--- config.mk ---
export PLATFORM = sky130hd
export DESIGN_NAME = gem_tx_sequencer
export DESIGN_NICKNAME = d
export VERILOG_FILES = /design/src/rtl/gem_tx_seq_pkg.sv /design/src/rtl/gem_toggle_detect.sv /design/src/rtl/gem_tx_sequencer.sv
export SDC_FILE = /design/constraint.sdc
export NUM_CORES = 1
export LEC_CHECK = 0
export CAP_MARGIN = 10
export CELL_PAD_IN_SITES_DETAIL_PLACEMENT = 1
export CELL_PAD_IN_SITES_GLOBAL_PLACEMENT = 2
export CORE_UTILIZATION = 28
export CTS_CLUSTER_DIAMETER = 50
export DETAILED_ROUTE_END_ITERATION = 16
export PLACE_DENSITY = 0.86
export SLEW_MARGIN = 20
export SYNTH_ARGS = -nofsm -noshare
export SYNTH_HDL_FRONTEND = slang
export SYNTH_SLANG_ARGS = --single-unit
--- constraint.sdc ---
create_clock -name tx_clock -period 1.75 [get_ports tx_clock]
set_input_delay 0.4375 -clock tx_clock [delete_from_list [all_inputs] [get_ports tx_clock]]
set_output_delay 0.4375 -clock tx_clock [all_outputs]
set_load 0.01 [all_outputs]
--- src/rtl/gem_tx_seq_pkg.sv ---
// Shared types and constants for the GEM transmit-side sequencer.
package gem_tx_seq_pkg;

    localparam int FRAMES_W    = 16;
    localparam int UNDERFLOW_W = 8;

    typedef enum logic [2:0] {
        ST_IDLE     = 3'd0,
        ST_RDY      = 3'd1,
        ST_XFER     = 3'd2,
        ST_DRAIN    = 3'd3,
        ST_WAIT_END = 3'd4
    } tx_state_t;

    // Only RDY and XFER may legally answer a MAC read request.
    function automatic logic rd_window(input tx_state_t s);
        return (s == ST_RDY) || (s == ST_XFER);
    endfunction

endpackage

--- src/rtl/gem_toggle_detect.sv ---
// Turns a level toggle from another domain-side handshake into a one-cycle change pulse.
module gem_toggle_detect (
    input  logic clk,
    input  logic rst_n,
    input  logic level,
    output logic change
);

    logic level_q;
    logic armed;

    // The copy is loaded on the first clock after reset release, so the level held across reset never reads as a change.
    always_ff @(posedge clk or negedge rst_n) begin
        if (!rst_n) begin
            level_q <= 1'b0;
            armed   <= 1'b0;
        end else begin
            level_q <= level;
            armed   <= 1'b1;
        end
    end

    assign change = armed & (level ^ level_q);

endmodule

--- src/rtl/gem_tx_sequencer.sv ---
// Feeds buffered frame bytes to the GEM TX read interface and collects per-frame status.
module gem_tx_sequencer
    import gem_tx_seq_pkg::*;
(
    input  logic                   tx_clock,
    input  logic                   tx_resetn,
    input  logic [7:0]             s_tdata,
    input  logic                   s_tvalid,
    input  logic                   s_tlast,
    input  logic                   s_terr,
    output logic                   s_tready,
    input  logic                   s_frame_pending,
    output logic                   tx_r_data_rdy,
    output logic                   tx_r_valid,
    output logic [7:0]             tx_r_data,
    output logic                   tx_r_sop,
    output logic                   tx_r_eop,
    output logic                   tx_r_err,
    output logic                   tx_r_underflow,
    output logic                   tx_r_flushed,
    output logic                   tx_r_control,
    input  logic                   tx_r_rd,
    input  logic [3:0]             tx_r_status,
    input  logic                   tx_r_fixed_lat,
    input  logic                   dma_tx_end_tog,
    output logic                   dma_tx_status_tog,
    output logic                   frame_done,
    output logic [3:0]             frame_status,
    output logic [FRAMES_W-1:0]    frames_sent,
    output logic [UNDERFLOW_W-1:0] underflows,
    output logic                   proto_err
);

    tx_state_t              state, state_nxt;
    logic                   in_window, take, starve, end_chg, done_now;
    logic [FRAMES_W-1:0]    frames_cnt;
    logic [UNDERFLOW_W-1:0] underflow_cnt;
    logic                   unused_fixed_lat;

    // Read latency is always one cycle, so the MAC's latency hint has no effect.
    assign unused_fixed_lat = tx_r_fixed_lat;

    gem_toggle_detect u_end_detect (
        .clk    (tx_clock),
        .rst_n  (tx_resetn),
        .level  (dma_tx_end_tog),
        .change (end_chg)
    );

    assign in_window     = rd_window(state);
    assign take          = in_window & tx_r_rd & s_tvalid;
    assign starve        = in_window & tx_r_rd & ~s_tvalid;
    assign done_now      = (state == ST_WAIT_END) & end_chg;
    assign s_tready      = take | (state == ST_DRAIN);
    assign tx_r_data_rdy = in_window;
    assign tx_r_flushed  = 1'b0;
    assign tx_r_control  = 1'b0;
    assign frames_sent   = frames_cnt;
    assign underflows    = underflow_cnt;

    always_comb begin
        state_nxt = state;
        case (state)
            ST_IDLE:     if (s_frame_pending) state_nxt = ST_RDY;
            ST_RDY, ST_XFER: begin
                if (take)        state_nxt = s_tlast ? ST_WAIT_END : ST_XFER;
                else if (starve) state_nxt = ST_DRAIN;
            end
            ST_DRAIN:    if (s_tvalid && s_tlast) state_nxt = ST_WAIT_END;
            ST_WAIT_END: if (end_chg) state_nxt = ST_IDLE;
            default:     state_nxt = ST_IDLE;
        endcase
    end

    always_ff @(posedge tx_clock or negedge tx_resetn) begin
        if (!tx_resetn) begin
            state <= ST_IDLE;
        end else begin
            state <= state_nxt;
        end
    end

    // An underflow beat is still presented as valid so the MAC sees the gap, carrying zero data.
    always_ff @(posedge tx_clock or negedge tx_resetn) begin
        if (!tx_resetn) begin
            tx_r_valid     <= 1'b0;
            tx_r_data      <= 8'h00;
            tx_r_sop       <= 1'b0;
            tx_r_eop       <= 1'b0;
            tx_r_err       <= 1'b0;
            tx_r_underflow <= 1'b0;
            proto_err      <= 1'b0;
        end else begin
            tx_r_valid     <= take | starve;
            tx_r_data      <= take ? s_tdata : 8'h00;
            tx_r_sop       <= take & (state == ST_RDY);
            tx_r_eop       <= take & s_tlast;
            tx_r_err       <= take & s_tlast & s_terr;
            tx_r_underflow <= starve;
            proto_err      <= tx_r_rd & ~in_window;
        end
    end

    always_ff @(posedge tx_clock or negedge tx_resetn) begin
        if (!tx_resetn) begin
            frame_done        <= 1'b0;
            frame_status      <= 4'h0;
            dma_tx_status_tog <= 1'b0;
            frames_cnt        <= '0;
            underflow_cnt     <= '0;
        end else begin
            frame_done <= done_now;
            if (done_now) begin
                frame_status      <= tx_r_status;
                dma_tx_status_tog <= ~dma_tx_status_tog;
                frames_cnt        <= frames_cnt + FRAMES_W'(1);
            end
            if (starve && (underflow_cnt != {UNDERFLOW_W{1'b1}})) begin
                underflow_cnt <= underflow_cnt + UNDERFLOW_W'(1);
            end
        end
    end

endmodule

Yosys cells after proc, flatten, opt, wreduce, memory -nomap -nowiden
Index checks and enable logic that the tools add are counted.

cells by class
  $add $sub $neg = 2
  eq/ne operators = 9
  reductions and logical operators = 6
  muxes and demuxes = 8
  bitwise operators = 15

operators with widths
  operator                                                                 count
  3-bit 2-to-1 mux                                                         6
  16-bit by 1-bit adder with 16-bit output, second input constant          1
  3-bit one-hot mux with 4 select lines                                    1
  1-bit AND                                                                9
  8-bit by 1-bit adder with 8-bit output, second input constant            1
  8-bit 2-to-1 mux                                                         1
  8-bit inequality test, second input constant                             1
  3-bit by 2-bit == test with 1-bit output, second input constant          2
  2-bit inequality test, second input constant                             2
  4-bit AND reduction                                                      1
  3-bit by 1-bit == test with 1-bit output, second input constant          1
  3-bit == test, second input constant                                     1
  3-bit zero test                                                          1
  3-bit inequality test, second input constant                             1
  1-bit inverter                                                           3
  1-bit logical AND                                                        2
  2-bit by 1-bit inequality test with 1-bit output, second input constant  1
  1-bit bitwise OR                                                         2
  2-bit OR reduction                                                       1
  1-bit logical OR                                                         1
  1-bit bitwise XOR                                                        1

word-level totals
  flip-flop bits (word level) = 49
  output and inout bits = 48
  input port bits = 21
  logic and storage cells = 55

Logic depth before layout (Yosys ltp)
Gate-level depths: netlist of run 1.

  depth after elaboration = 7
  gate-level depth with buffers = 7
  depth with buffers taken out = 5

Cells and area by module
A second synthesis of run 1 with hierarchy kept.

unflattened totals
  cell total of the unflattened synthesis = 178
  area, all modules = 2083.2 sq um

by module, submodules not included
  module             seq. area each (sq um)  cells an instance  times used  area each (sq um)
  gem_tx_sequencer   1176.1                  173                1           2014.4
  gem_toggle_detect  50.0                    5                  1           68.8

Worst setup path before layout of run 1
Ideal clock, no wire load.

  path type = reg2reg
  start point = reg state[0]
  end point = reg frames_cnt[11], in the netlist frames_sent[11]
  path slack = 210 ps
  data required time = 1625 ps
  path buffers = 1
  period minus slack after synthesis = 1540 ps
  arrival = 1415 ps
  cell stages (with the launch flop) = 6
  setup time = 125 ps
  cell sequence = dfrtp_1 -> buf_6 -> nand4bb_4 -> nor4b_4 -> nand4_1 -> xnor2_1

between the ends
  word-level cells in the longest chain between the ends = 2

ends and longest elaborated chain
  item                      line                     RTL
  start: declaration        gem_tx_sequencer.sv:34   tx_state_t state, state_nxt;
  start signal: assignment  gem_tx_sequencer.sv:79   state <= state_nxt;
  3-bit == test             gem_tx_sequencer.sv:53   assign done_now = (state == ST_WAIT_END) & end_chg;
  1-bit AND                 gem_tx_sequencer.sv:53
  end signal: assignment    gem_tx_sequencer.sv:116  frames_cnt <= frames_cnt + FRAMES_W'(1);
  end: declaration          gem_tx_sequencer.sv:36   logic [FRAMES_W-1:0] frames_cnt;

Every way passes these cells.
A chain may end at the register's enable or synchronous reset.

Worst setup path after layout of run 1
  start point = reg frames_cnt[4], in the netlist frames_sent[4]
  end point = out frames_sent[4]

RTL lines
  item              line                    RTL
  end: declaration  gem_tx_sequencer.sv:29  output logic [FRAMES_W-1:0] frames_sent,

No word-level cell between the ends.

==> impl_metrics.yaml, run 1 <==
setup_path:
  timing.rr.end: "underflows[1]$_DFFE_PN0P_"
  worstSetupStartpointType: "flip-flop"
  critPathBufInv: 1
  r2r_slack_ns: 0.09
  cp-end-kind: "output pin"
  ff2ff_path_depth: 5
  worstSetupPathType: "flip-flop to output pin"
  arrival_ns: 1.25
  crit_required_ns: 1.31
  crit_slowest_cell: "clkdlybuf4s50_1"
  critPathMaxFanout: 4
  r2r-start: "state[1]$_DFFE_PN0P_"
  max_stage_delay_ns: 0.55
  path_cells: "clkdlybuf4s50_1"
  cp_top_family: "buffers and inverters"
detailed_routing:
  routed_wl_um: 5270
  vias: 1775
  dr_wl_met3_um: 192
  final_antenna_net_count: 0
  viasPerCell: 4.44
  highest_layer: "met4"
  m1WireLength_um: 2270
  dr.pass1.iters: 4
  drc: 0
  wl_per_cell_um: 13.2
  drt_iter0_markers: 27
  dr_wl_met2_um: 2730
grt:
  grt_pass1_vias: 1804
  grt_pass1_wl_um: 8530
  track_usage: 0.140
  grt_max_degree: 50
  antenna_found_initial: 0
  overflow: 0
sta:
  fmax_mhz: 592
  hold_viol_final: 0
  final-setup-viol-count: 0
  skew_ns: 0.00981
  min_period_over_period: 0.965
  fin_setup_tns_ns: 0
  finalMaxSlewViolations: 0
  min_period_ns: 1.69
cts:
  ctsHtreeMaxLevel: 2
  cts-root-buf: "clkbuf_8"
  cts-hold-fix-buffers: 0
  clk_pin_slew_ns: 0.09
  clk_latency_ns: 0.29
  cts_buffers: 5
  cts.sinks: 49
  clk_path_buf_depth: 2
  cts_tree: "yes"
finish:
  diodes: 0
  nets: 323
  layout-drive-gt1-share: 0.252
  layout-area-overhead-vs-synth_pct: 55.7
synthesis:
  synth_ff_type: "dfrtp_1"
  synth_top_family_by_area: "simple AND/OR/NAND/NOR gates"
  ys_warn_count: 0
  netlist.area_leader.share: 0.570
  yosysTopAreaCell: "dfrtp_1"
  ys_ff_latch: 49
  synth-xor-area-share: 0.0855
  synth.cell_area_um2: 2150
  postSynthCellCount: 190
  synthSimpleGateAreaFrac: 0.243
  synth_fa_ha_area_frac: 0.0163
  synth_edf_count: 0
  muxShareOfSynthArea: 0.0209
  synth_compound_area_frac: 0.0366
  yosysUniqueCellTypes: 39
  async_flop_share: 1.00
  avgSynthCellArea_um2: 11.3
  synth.area.top_cells: "dfrtp_1 (57%), xnor2_1 (6.5%), and3_1 (4.9%)"
  synth.yosys.seq_area_share: 0.570
power:
  power_density_nw_per_um2: 1180
  cellLeakagePower_nw: 1.58
  ir_worst_vdd_mv: 0.506
  fin_total_pwr_mw: 3.94
floorplanning:
  io_pins: 69
  die_h_um: 89.6
  rows: 31
  initial_core_util: 0.293
  die_w_um: 89.6
  fp.coreArea_um2: 7330
  die_area_um2: 8040
worst_hold_path:
  hold_class: "primary input to async pin"
run:
  maxCapViolations: 0
placed_design:
  dp_hpwl_um: 3800
  routabilityCongestion: 0.719
  portBuffers: 65
status:
  status: "completed"
-- Yosys cell counts, drive strengths merged, types with 3 or more instances --
| cell type | number |
|---|---|
| and3 | 17 |
| and2 | 5 |
| buf | 6 |
| dfrtp | 49 |
| mux2 | 4 |
| nand2 | 27 |
| o21ai | 5 |
| nor2 | 4 |
| a21oi | 3 |
| xor2 | 5 |
| nand4 | 6 |
| nand2b | 3 |
| nand3 | 12 |
| nor2b | 4 |
| xnor2 | 16 |
-- report_power, final --
group | internal (mW) | switching, mW | leakage [nW]
Sequential | 1.38 | 0.199 | 0.638
Clock | 0.285 | 0.354 | 0.0395
Combinational | 0.988 | 0.730 | 0.900
-- stage by stage --
stage / setup slack (ns) / util / instances / hold slack [ns] / area [um^2]
2_1_floorplan: 0.210 / - / 191 / 0.142 / 2150
3_3_place_gp: -0.572 / 0.420 / 372 / 0.446 / 3080
3_5_place_dp: -0.591 / 0.420 / 372 / 0.455 / 3080
4_1_cts: 0.00105 / 0.435 / 384 / 0.134 / 3190
5_1_grt: -0.00375 / 0.457 / 400 / 0.123 / 3350
6_report: 0.0611 / 0.457 / 400 / 0.134 / 3350
-- cells in the final DEF (no fill, tap or decap), drive strengths merged, types with 5 or more instances in the layout --
| cell type | Yosys | layout |
|---|---|---|
| clkdlybuf4s50 | 0 | 57 |
| xnor2 | 16 | 16 |
| and2 | 5 | 5 |
| buf | 6 | 48 |
| and3 | 17 | 17 |
| nand3 | 12 | 12 |
| dfrtp | 49 | 49 |
| nand2 | 27 | 27 |
| o21ai | 5 | 5 |
| clkbuf | 2 | 8 |
| nand4 | 6 | 6 |
| xor2 | 5 | 5 |
-- final cells by class --
class                   count  area (um^2)
fillers                   800         3980
flip-flops and latches     49         1240
repair buffers            110          998
multi-input cells         133          905
well taps                  99          124
clock buffers               8         80.1
inverters                   1         3.75
-- per-layer routing --
metal,vias to the layer above,global-route usage
li1,862,-
met1,868,0.169
met2,38,0.249
met3,7,0.0302
met4,0,0.0418
met5,-,0
-- logic make-up after synthesis --
logic type / count (synthesis)
and+or+nand+nor: 89
AOI/OAI and AO/OA: 13
other: 2
muxes: 4
xor gates and xnor gates: 21
buffers and inverters: 9
DFF: 49
adders and majority gates: 3
-- worst max-delay path by stage --
stage | start | endpoint | depth (start not counted) | slack (ns)
after floorplan | state[0]$_DFFE_PN0P_ | frames_sent[11]$_DFFE_PN0P_ | 5 | 0.21
after detailed placement | tx_r_rd | s_tready | 5 | -0.59
final | frames_sent[4]$_DFFE_PN0P_ | frames_sent[4] | 1 | 0.06
after global routing | underflows[0]$_DFFE_PN0P_ | underflows[0] | 1 | -0.004
after global placement | tx_r_rd | s_tready | 5 | -0.57
after CTS | underflows[2]$_DFFE_PN0P_ | underflows[2] | 1 | 0.001
-- registers in the layout (all words and copies together) (netlist names) --
signal and flops:
underflows 8, frame_status 4, tx_r_eop 1, frames_sent 16, u_end_detect.armed 1, state 3
tx_r_valid 1, tx_r_sop 1, tx_r_data 8, tx_r_err 1, frame_done 1, dma_tx_status_tog 1
proto_err 1, u_end_detect.level_q 1, tx_r_underflow 1
-- timing repair --
| action | 4_1_cts | 5_1_grt |
|---|---|---|
| pin swaps | 2 | 6 |
| gates resized for setup | 17 | 15 |
| gates cloned | 0 | 1 |
| setup buffers | 4 | 15 |
| endpoints found under the setup margin | 10 | 24 |
Note: power is estimated with default switching activity, not from simulation.
==> run 2: changes to the inputs <==
Settings changed: CORE_UTILIZATION 28 to 38, DONT_BUFFER_PORTS from default to 1, PLACE_DENSITY 0.86 to 0.85.
==> impl_metrics.yaml, run 2 (synthesis gave the netlist of run 1 again) <==
sta:
  final-setup-viol-count: 0
  hold_viol_final: 0
  min_period_ns: 1.67
  fmax_mhz: 599
  skew_ns: 0.00694
  fin_setup_tns_ns: 0
  min_period_over_period: 0.953
  rsz0062_at_grt: "false"
  finalMaxSlewViolations: 0
status:
  status: "completed"
grt:
  grt_pass1_wl_um: 7800
  track_usage: 0.166
  grt_pass1_vias: 1511
  antenna_found_initial: 0
  overflow: 0
  grt_max_degree: 50
cts:
  clk_latency_ns: 0.30
  cts_tree: "yes"
  clk_pin_slew_ns: 0.09
  ctsHtreeMaxLevel: 2
  cts.sinks: 49
  cts-root-buf: "clkbuf_8"
  cts_buffers: 5
  clk_path_buf_depth: 2
setup_path:
  crit_slowest_cell: "dfrtp_1"
  worstSetupPathType: "flip-flop to output pin"
  arrival_ns: 1.23
  max_stage_delay_ns: 0.43
  cp-end-kind: "output pin"
  critPathMaxFanout: 10
  r2r-start: "state[2]$_DFFE_PN0P_"
  critPathBufInv: 1
  path_cells: "buf_4, o21ai_0, a21oi_2"
  critical_path_cell_count: 3
  timing.rr.end: "underflows[1]$_DFFE_PN0P_"
  ff2ff_path_depth: 4
  worstSetupStartpointType: "flip-flop"
  crit_required_ns: 1.31
  cp_top_family: "flip-flops"
  r2r_slack_ns: 0.15
detailed_routing:
  routed_wl_um: 4440
  drt_iter0_markers: 52
  drc: 0
  viasPerCell: 5.14
  final_antenna_net_count: 0
  wl_per_cell_um: 16.0
  vias: 1429
  dr.pass1.iters: 4
power:
  power_density_nw_per_um2: 1420
  pwr-share-clk: 0.263
  ir_worst_vdd_mv: 0.540
  switching_power_mw: 1.17
  cellLeakagePower_nw: 1.18
  p_int_mw: 2.37
  p_comb_frac: 0.277
  p_seq_frac: 0.460
  swShare: 0.331
worst_hold_path:
  hold_class: "primary input to flip-flop"
  holdPathStages: 0
  holdCritStartpoint: "dma_tx_end_tog"
  min_to: "u_end_detect.level_q$_DFF_PN0_"
floorplanning:
  initial_core_util: 0.393
  die_h_um: 77.2
  fp.coreArea_um2: 5470
  die_w_um: 77.2
  die_area_um2: 5970
  io_pins: 69
  rows: 27
finish:
  fin_area_um2: 2480
  final_common_cell: "dfrtp_1"
  layout-area-overhead-vs-synth_pct: 15.5
  layout-drive-gt1-share: 0.160
  nets: 228
  layout_common_cells: "dfrtp_1 (49), nand2_1 (27), and3_1 (17)"
  largest_register_ffs: 16
  diodes: 0
placed_design:
  dp_hpwl_um: 3260
  routabilityCongestion: 0.731
  placed_area_um2: 2290
  portBuffers: 0
run:
  maxCapViolations: 0
run 2: cell types whose count changed in the layout (fill, tap and decap cells not counted), sizes merged:
cell           change
dlygate4sd3        +1
dlymetal6s2s       -3
bufinv             +2
clkinv             +1
buf               -34
clkbuf             -3
clkdlybuf4s50     -57
dlygate4sd2        -2
run 2: worst max-delay path by stage:
stage | from | to | slack (ns)
after floorplan | state[0]$_DFFE_PN0P_ | frames_sent[11]$_DFFE_PN0P_ | 0.21
after detailed placement | state[2]$_DFFE_PN0P_ | tx_r_err$_DFF_PN0_ | 0.09
after global routing | state[1]$_DFFE_PN0P_ | s_tready | 0.0004
after CTS | state[1]$_DFFE_PN0P_ | s_tready | 0.05
final | state[1]$_DFFE_PN0P_ | s_tready | 0.08
after global placement | state[2]$_DFFE_PN0P_ | tx_r_err$_DFF_PN0_ | 0.12
run 2: final cells by class:
type                       count  area [um^2]
multi-input combinational    133          895
fill                         626         2990
tap                           72         90.1
timing repair buffer          15          135
inverter                       1         3.75
clock inverter                 3         65.1
clock buffer                   5         68.8
sequential                    49         1230
run 2: routing by layer:
metal / up-vias / GRT usage / wire (um)
met3: 6 / 0.0476 / 192
met5: - / 0 / 0
li1: 672 / - / -
met2: 30 / 0.277 / 2300
met4: 0 / 0.0566 / 63
met1: 721 / 0.204 / 1880
run 2: stage by stage:
stage / total power, mW / hold slack (ns) / std cells / utilization / setup slack, ns
3_5_place_dp: 2.57 / 0.143 / 268 / 0.419 / 0.0922
3_3_place_gp: 2.53 / 0.143 / 268 / 0.419 / 0.117
2_1_floorplan: 2.29 / 0.142 / 191 / - / 0.210
6_report: 3.54 / 0.165 / 278 / 0.454 / 0.0818
4_1_cts: 3.59 / 0.149 / 278 / 0.452 / 0.0548
5_1_grt: 3.78 / 0.140 / 278 / 0.454 / 0.000372
run 2: power groups by stage:
stage                     registers (mW)  clock network, mW  logic [mW]
final                               1.63              0.929       0.980
after global routing                1.66               1.01        1.11
after CTS                           1.64              0.968       0.986
after detailed placement            1.66                  0       0.912
after global placement              1.65                  0       0.884
after floorplan                     1.65                  0       0.634
run 2: what timing repair did:
item	4_1_cts	5_1_grt
setup buffers	0	0
hold endpoints to repair	49	0
hold buffers	2	0
resized for setup	3	1
pin swaps	0	0
endpoints found under the setup margin	2	1
